$ cat src/rtl/execute_ldst_queue_port.sv
// execute_ldst_queue_port
//   In-order load/store queue between the scheduler-2 LDST issue slot and the
//   data port. Holds up to DEPTH accepted ops, keeps up to MAX_OUTSTANDING
//   requests in flight, retires completions in program order and, after a
//   synchronous flush, swallows the responses of requests that were already
//   issued.
//
//   Ports
//     iCLOCK, inRESET (async, active-low), iRESET_SYNC (synchronous flush)
//     iPREV_*        : op offered by the scheduler; oPREV_LOCK refuses it
//     oDATAIO_*      : request to the data port, iDATAIO_BUSY stalls it
//     iDATAIO_REQ/_DATA : in-order responses from the data port
//     oSCHE_*        : completion of the oldest in-flight entry
//     oOUTSTANDING   : issued-but-unanswered request count
module execute_ldst_queue_port #(
  parameter int DEPTH           = 4,
  parameter int MAX_OUTSTANDING = 2,
  parameter int AW              = 32,
  parameter int TAGW            = 6,
  localparam int PW             = $clog2(DEPTH) + 1
) (
  input  logic            iCLOCK,
  input  logic            inRESET,
  input  logic            iRESET_SYNC,
  input  logic            iPREV_VALID,
  input  logic            iPREV_RW,
  input  logic [1:0]      iPREV_ORDER,
  input  logic [AW-1:0]   iPREV_ADDR,
  input  logic [31:0]     iPREV_DATA,
  input  logic [TAGW-1:0] iPREV_COMMIT_TAG,
  input  logic [5:0]      iPREV_DEST_REGNAME,
  output logic            oPREV_LOCK,
  output logic            oDATAIO_REQ,
  input  logic            iDATAIO_BUSY,
  output logic            oDATAIO_RW,
  output logic [1:0]      oDATAIO_ORDER,
  output logic [3:0]      oDATAIO_MASK,
  output logic [AW-1:0]   oDATAIO_ADDR,
  output logic [31:0]     oDATAIO_DATA,
  input  logic            iDATAIO_REQ,
  input  logic [31:0]     iDATAIO_DATA,
  output logic            oSCHE_VALID,
  output logic [TAGW-1:0] oSCHE_COMMIT_TAG,
  output logic [5:0]      oSCHE_DESTINATION_REGNAME,
  output logic            oSCHE_WRITEBACK,
  output logic [31:0]     oSCHE_DATA,
  output logic [PW-1:0]   oOUTSTANDING
);

  localparam int IW = PW - 1;

  // Byte offset of the addressed lane group: misaligned half/word ignore the
  // low address bits.
  function automatic logic [1:0] lane_shift(input logic [1:0] ord, input logic [1:0] a);
    case (ord)
      2'b00:   return a;
      2'b01:   return {a[1], 1'b0};
      default: return 2'b00;
    endcase
  endfunction

  function automatic logic [3:0] lane_base(input logic [1:0] ord);
    case (ord)
      2'b00:   return 4'b0001;
      2'b01:   return 4'b0011;
      default: return 4'b1111;
    endcase
  endfunction

  logic [PW-1:0] wr_q, wr_d, iss_q, iss_d, ret_q, ret_d, drop_q, drop_d;

  logic            rw_q    [DEPTH];
  logic [1:0]      order_q [DEPTH];
  logic [1:0]      shift_q [DEPTH];
  logic [3:0]      mask_q  [DEPTH];
  logic [AW-1:0]   addr_q  [DEPTH];
  logic [31:0]     data_q  [DEPTH];
  logic [TAGW-1:0] tag_q   [DEPTH];
  logic [5:0]      dest_q  [DEPTH];

  logic [PW-1:0] count, inflight, drain_total;
  logic          pending, accept, issue, retire, sche_valid;
  logic [IW-1:0] wr_idx, iss_idx, ret_idx;
  logic [1:0]    acc_shift;
  logic [31:0]   ld_shifted, ld_ext;

  assign count    = wr_q - ret_q;
  assign inflight = iss_q - ret_q;
  assign wr_idx   = wr_q[IW-1:0];
  assign iss_idx  = iss_q[IW-1:0];
  assign ret_idx  = ret_q[IW-1:0];

  assign oPREV_LOCK = (count == PW'(DEPTH)) || (drop_q != '0);
  assign accept     = iPREV_VALID && !oPREV_LOCK;
  assign pending    = (iss_q != wr_q);
  assign issue      = pending && (inflight < PW'(MAX_OUTSTANDING))
                      && !iDATAIO_BUSY && (drop_q == '0);
  assign retire     = iDATAIO_REQ && (inflight != '0) && (drop_q == '0);
  assign sche_valid = retire && !iRESET_SYNC;

  assign acc_shift  = lane_shift(iPREV_ORDER, iPREV_ADDR[1:0]);

  // Requests still owed a response at the flush edge; only one of the two
  // terms can be non-zero since issue is blocked while draining.
  assign drain_total = drop_q + inflight;

  always_comb begin
    wr_d   = wr_q + PW'(accept);
    iss_d  = iss_q + PW'(issue);
    ret_d  = ret_q + PW'(retire);
    drop_d = drop_q;
    if (iRESET_SYNC) begin
      wr_d   = '0;
      iss_d  = '0;
      ret_d  = '0;
      drop_d = drain_total + PW'(issue)
               - PW'(iDATAIO_REQ && (drain_total != '0));
    end else if ((drop_q != '0) && iDATAIO_REQ) begin
      drop_d = drop_q - PW'(1);
    end
  end

  always_ff @(posedge iCLOCK or negedge inRESET) begin
    if (!inRESET) begin
      wr_q   <= '0;
      iss_q  <= '0;
      ret_q  <= '0;
      drop_q <= '0;
    end else begin
      wr_q   <= wr_d;
      iss_q  <= iss_d;
      ret_q  <= ret_d;
      drop_q <= drop_d;
    end
  end

  always_ff @(posedge iCLOCK or negedge inRESET) begin
    if (!inRESET) begin
      for (int i = 0; i < DEPTH; i++) begin
        rw_q[i]    <= 1'b0;
        order_q[i] <= '0;
        shift_q[i] <= '0;
        mask_q[i]  <= '0;
        addr_q[i]  <= '0;
        data_q[i]  <= '0;
        tag_q[i]   <= '0;
        dest_q[i]  <= '0;
      end
    end else if (accept) begin
      rw_q[wr_idx]    <= iPREV_RW;
      order_q[wr_idx] <= iPREV_ORDER;
      shift_q[wr_idx] <= acc_shift;
      mask_q[wr_idx]  <= lane_base(iPREV_ORDER) << acc_shift;
      addr_q[wr_idx]  <= iPREV_ADDR;
      data_q[wr_idx]  <= iPREV_DATA << {acc_shift, 3'b000};
      tag_q[wr_idx]   <= iPREV_COMMIT_TAG;
      dest_q[wr_idx]  <= iPREV_DEST_REGNAME;
    end
  end

  assign oDATAIO_REQ   = issue;
  assign oDATAIO_RW    = pending ? rw_q[iss_idx]    : 1'b0;
  assign oDATAIO_ORDER = pending ? order_q[iss_idx] : 2'b00;
  assign oDATAIO_MASK  = pending ? mask_q[iss_idx]  : 4'b0000;
  assign oDATAIO_ADDR  = pending ? addr_q[iss_idx]  : '0;
  assign oDATAIO_DATA  = pending ? data_q[iss_idx]  : 32'h0;

  assign ld_shifted = iDATAIO_DATA >> {shift_q[ret_idx], 3'b000};
  always_comb begin
    case (order_q[ret_idx])
      2'b00:   ld_ext = ld_shifted & 32'h0000_00FF;
      2'b01:   ld_ext = ld_shifted & 32'h0000_FFFF;
      default: ld_ext = ld_shifted;
    endcase
  end

  assign oSCHE_VALID               = sche_valid;
  assign oSCHE_COMMIT_TAG          = sche_valid ? tag_q[ret_idx] : '0;
  assign oSCHE_DESTINATION_REGNAME = sche_valid ? dest_q[ret_idx] : 6'd0;
  assign oSCHE_WRITEBACK           = sche_valid && !rw_q[ret_idx];
  assign oSCHE_DATA                = (sche_valid && !rw_q[ret_idx]) ? ld_ext : 32'h0;
  assign oOUTSTANDING              = inflight;

endmodule

$ cat config.mk
export PLATFORM = sky130hd
export DESIGN_NAME = execute_ldst_queue_port
export DESIGN_NICKNAME = d
export VERILOG_FILES = /design/src/rtl/execute_ldst_queue_port.sv
export SDC_FILE = /design/constraint.sdc
export NUM_CORES = 1
export LEC_CHECK = 0
export CAP_MARGIN = 15
export CORE_AREA = 2 2 211 213
export DETAILED_ROUTE_END_ITERATION = 8
export DIE_AREA = 0 0 213 215
export GPL_TIMING_DRIVEN = 0
export REMOVE_ABC_BUFFERS = 1
export SLEW_MARGIN = 20
export SYNTH_ARGS = -nofsm -noshare
export SYNTH_HDL_FRONTEND = slang
export SYNTH_SLANG_ARGS = --single-unit
export TNS_END_PERCENT = 1
$ cat constraint.sdc
create_clock -name iCLOCK -period 5.4 [get_ports iCLOCK]
set_clock_uncertainty 0.05 [all_clocks]
set_input_delay 1.08 -clock iCLOCK [delete_from_list [all_inputs] [get_ports iCLOCK]]
set_output_delay 1.08 -clock iCLOCK [all_outputs]
set_load 0.01 [all_outputs]
==> Word-level counts from Yosys, hierarchy flattened <==
Index checks and enable logic that the tools add are counted.
{ "op_classes": {"addsub": 9, "n_lt_le_gt_ge": 5, "n_eq_ne": 4, "n_shift": 3, "mux": 65, "n_bitwise": 3, "reduce_logical": 23} }
{ "ops": {"columns": ["cell", "count"], "rows": [
  ["$bwmux W128", 2],
  ["$mux W32", 8],
  ["$bmux W32 S2", 2],
  ["$demux W32 S2", 1],
  ["$pmux W32 S2", 1],
  ["$bwmux W24", 2],
  ["$mux W6", 7],
  ["$shl A32 B5 Y32", 1],
  ["$shr A32 B5 Y32", 1],
  ["$bmux W6 S2", 2],
  ["$mux W4", 5],
  ["$bwmux W16", 1],
  ["$bwmux W8", 2],
  ["$mux W2", 8],
  ["$mux W3", 5],
  ["$add A3 B1 Y3", 4],
  ["$bmux W2 S2", 3],
  ["$demux W6 S2", 1],
  ["$logic_and A1 B1 Y1", 11],
  ["$ge A3 B3 Y1 const B", 3],
  ["$not A2 Y3", 3],
  ["$reduce_bool A3 Y1", 3],
  ["$bmux W4 S2", 1],
  ["$demux W4 S2", 1],
  ["22 further kinds", 34]
]} }
{ "totals": {"regBits": 352, "inputBits": 117, "out_inout_bits": 122, "elab_cells": 148} }

==> Logic depth before layout (Yosys ltp) <==
{ "depth": {"word_depth": 8, "mapped_depth": 18} }

==> Worst setup path after synthesis <==
Ideal clock, no wire load.
{ "synth_timing": {"kind": "register to register", "startpoint": "register iss_q[0]", "endpoint": "register drop_q[2]", "arrival_time_ns": 4.252, "slack_ns": 0.961, "stages_incl_launch_ff": 19, "n_path_buf": 2, "period_less_slack_ns": 4.439, "cell_sequence": "dfrtp_1 clkbuf_1 buf_1 inv_1 ha_1 inv_1 fa_1 fa_1 xor2_1 xnor2_1 o31a_1 ha_1 inv_1 ha_1 inv_1 fa_1 xor2_1 xnor2_1 a21oi_1"} }
{ "synth_via": {"elab_chain_cells": 8} }
{ "synth_rtl": {"columns": ["item", "line_no", "text"], "rows": [
  ["from (decl)", "70", "logic [PW-1:0] wr_q, wr_d, iss_q, iss_d, ret_q, ret_d, drop_q, drop_d;"],
  ["from (signal assigned)", "131", "iss_q <= iss_d;"],
  ["$sub A3 B3 Y3 (*)", "88", "assign inflight = iss_q - ret_q;"],
  ["via oOUTSTANDING[1]", "47", "output logic [PW-1:0] oOUTSTANDING"],
  ["$lt A3 B2 Y1", "96", "assign issue = pending && (inflight < PW'(MAX_OUTSTANDING))"],
  ["$logic_and A1 B1 Y1", "96", null],
  ["$logic_and A1 B1 Y1 (2 in a row)", "97", "&& !iDATAIO_BUSY && (drop_q == '0);"],
  ["$add A3 B1 Y3", "116", "drop_d = drain_total + PW'(issue)"],
  ["$sub A3 B1 Y3 (*)", "117", "- PW'(iDATAIO_REQ && (drain_total != '0));"],
  ["$mux W3 (*)", "112", "if (iRESET_SYNC) begin"],
  ["to (signal assigned)", "133", "drop_q <= drop_d;"],
  ["to (decl)", "70", null]
]} }
The timed path passes the listed nets; every way through them passes the cells marked *.
A chain may end at the register's enable or synchronous reset.

==> Worst setup path in the final report <==
{ "layout_timing": {"startpoint": "register iss_q[0]", "endpoint": "output port oSCHE_DATA[17]"} }
{ "layout_via": {"elab_chain_cells": 7} }
{ "layout_rtl": {"columns": ["item", "line_no", "text"], "rows": [
  ["$sub A3 B3 Y3", "88", null],
  ["$reduce_bool A3 Y1", "98", "assign retire = iDATAIO_REQ && (inflight != '0) && (drop_q == '0);"],
  ["$logic_and A1 B1 Y1 (2 in a row)", "98", null],
  ["$logic_and A1 B1 Y1", "99", "assign sche_valid = retire && !iRESET_SYNC;"],
  ["$logic_and A1 B1 Y1", "181", "assign oSCHE_DATA = (sche_valid && !rw_q[ret_idx]) ? ld_ext : 32'h0;"],
  ["$mux W32", "181", null],
  ["to (decl)", "46", "output logic [31:0] oSCHE_DATA,"]
]} }
No other way between the ends.

==> summary.md <==
| Metric | Value |
|---|---|
| Area share of the largest cell type after synthesis | 50.9% |
| Ys async rst share | 100% |
| Top FF cell, synth | dfrtp_1 |
| Sequential Area | 8820 sq um |
| CTS tree | built |
| Crit-path max FO | 19 |
| Final period util | 96.4% |
| Leakage | 9.62 nW |
| Netlist cell types | 39 |
| Vias in the first global route | 11600 |
| Clock tree buffer depth | 3 |
| Total Routed Length | 41700 um |
| Post-synthesis mux area share | 36.5% |
| Post-CTS Hold Buffers | 0 |
| Synth warn | 0 |
| Max Cap Violations | 0 |
| Area occupied by multi-input gates | 8140 sq um |
| XOR/XNOR Fraction of Synth Area | 0.796% |
| Vias per std cell | 5.22 |
| Worst-Margin Slew | 809 ps |
| DRC viols | 0 |
| Post-DP Area | 20900 sq um |
| Reg clk slew, reported paths | 60 ps |
| Count of final setup violators | 0 |
| First-pass GRT wire length | 66700 um |
| Initial antenna violation count | 2 |
| Avg Inst Size Synth | 14.7 sq um |
| Final Total Pwr | 0.00841 W |
| Tmin final | 5210 ps |
| Die Y | 215 um |
| Crit end category | primary output |
| Clock Latency Late Sink | 540 ps |
| Post-synth EDFFs | 0 |
| Most common cell after layout, fill and taps aside | dfrtp_1 |
| Power per cell area | 379 nW/um^2 |
| Final Instance Area | 22200 sq um |
| Synthesis-stage register bit count | 352 |
| Peak Freq | 192 MHz |
| Simple-gate portion of the synthesized area | 5.84% |
| Fin Hold WS | 406 ps |
| GRT overflow | 0 |
| Placer Congestion | 0.714 |
| Via Count | 10700 |
| Total track usage | 18.8% |
| Share of post-route cells with drive strength above 1 | 37.9% |
| Synth Area in Compound Gates | 2.12% |
| Max transition margin | 45.7% |
| Commonest non-fill, non-tap cells in the layout | 348 x dfrtp_1, 340 x mux2_2, 237 x clkdlybuf4s50_1 |
| Filler instances | 3778 |
| Die W | 213 um |
| CP required | 4270 ps |
| Slew Viols, Final | 0 |
| Critical path type | reg -> out |
| Sequential area share after synthesis | 50.9% |
| Max VDD drop | 300 uV |
| Post-Route Utilization | 50.9% |
| Final Hold Fails | 0 |
| Area contributors post-synth | dfrtp_1 51%, mux2_2 22%, mux4_2 11% |
| Outcome | completed |
| 1st-pass router iterations | 6 |
| Core ar. | 43600 sq um |
| Cell count after synthesis | 1174 |
| Fin nets | 1558 |
| Max H-tree Level | 2 |
| Largest net degree at the start of global routing | 96 |
| Synth Area in Adders | 1.36% |
| Root buf cell | clkbuf_16 |
| Input/output buffers | 238 |
| Antenna Nets Post-Route | 0 |
| Number of I/O pins | 239 |
| Mean routed wirelength per cell | 20.4 um |
| Initial detailed-routing violation count | 359 |
| Die Footprint | 45800 sq um |
| # clock sinks | 352 |
| Worst EP arrival | 4080 ps |
| Synth Cell Area | 17300 sq um |
| RSZ-0062 raised after global routing | no |
| CP startpoint kind | flip-flop |
| CTS buffer count | 39 |
| Min-delay worst type | in -> async |
| Final setup TNS | 0 ps |
| Synth-to-Final Area Change | 28.4% |
| Cell Rows | 77 |
| Synth area leader | dfrtp_1 |
| Initial Utilization | 39.6% |
| Largest family of logic cells by synthesized area | multiplexers |
| Hpwl dp | 29000 um |
==> metal layers <==
layer	vias to the layer above	GRT usage, %	part of all wire, %
met5	-	0	0.060
met4	4	5.01	1.6
met3	51	4.46	5.7
met2	219	31.1	48
met1	5569	24.7	44
li1	4815	-	-
==> critical path: stages, from the launching register on <==
cell and delay (ps):
dfrtp_4 630, inv_1 110, ha_1 140, inv_1 50, fa_1 370, xor3_1 290
a2111o_2 710, or3b_4 530, nor2_1 140, clkdlybuf4s50_1 550
==> worst paths after layout <==
check                            start              to  slack [ps]  cells after the start
max in group asynchronous      inRESET      dest_q[22]        3700                      3
min reg2reg                data_q[111]     data_q[111]         450                      1
min                            inRESET      addr_q[75]         410                      1
max reg2reg                   iss_q[0]       drop_q[2]        1350                     16
min in group iCLOCK        data_q[111]     data_q[111]         450                      1
max                           iss_q[0]  oSCHE_DATA[17]         190                      9
==> metrics by stage <==
step,std cells,setup WS (ps)
after global routing,2042,7.00
after floorplan,1091,-3790
after global placement,1921,-12500
after detailed placement,1974,142
after CTS,2042,31.2
final,2043,192
==> power breakdown <==
| group | internal [W] | switching [W] | total (W) |
|---|---|---|---|
| sequential | 0.00321 | 0.000276 | 0.00349 |
| combinational | 0.00137 | 0.000855 | 0.00223 |
| clock | 0.00164 | 0.00106 | 0.00270 |
| total | 0.00622 | 0.00219 | 0.00841 |
==> cell usage after synthesis, types with 2 or more instances <==
library cell    n
inv_1          14
a21oi_1         2
nand2_1         5
o2bb2ai_1       8
buf_6           3
xor2_1          5
dfrtp_1       352
and2_1         16
mux2i_1        48
clkbuf_1       32
mux4_2         84
nor2b_1       103
nand3_1         2
and3_1          2
buf_1          10
ha_1           14
o21ai_0         3
a2bb2oi_1       8
fa_1            3
nor2_1         24
xnor2_1         8
a311oi_1        3
a311o_1         2
mux4_1          4
a211oi_1       17
nor3_1         11
buf_2          38
mux2_2        340
nand2b_1        3
==> registers in the layout, summed over array words and instances, names as in the netlist <==
register	count
iss_q	3
addr_q	128
ret_q	3
dest_q	24
data_q	128
tag_q	24
shift_q	8
wr_q	3
rw_q	4
mask_q	16
order_q	8
drop_q	3
==> final cells by class <==
type                       instances  area share, %
sequential                       352           39.7
tap                              592           3.34
clock buffer                      62           5.34
clock inverter                     5          0.451
multi-input combinational        725           36.6
timing repair buffer             292           14.3
antenna                            1         0.0113
inverter                          14          0.237
==> repair_timing <==
item                                    4_1_cts  5_1_grt
endpoints found under the setup margin       18       16
resized for setup                             3        1
setup buffers                                 1        0
pin swaps                                     0        2
==> cells by family (layout without fill, tap and decap cells) <==
family | count (synthesis) | count (layout)
compound gates | 46 | 46
simple gates | 172 | 172
mux | 476 | 476
flops | 352 | 352
other cells | 0 | 1
buf+inv | 97 | 373
fa+ha+maj | 17 | 17
xor+xnor | 14 | 14
No activity file was read; power rests on OpenSTA's default activity.
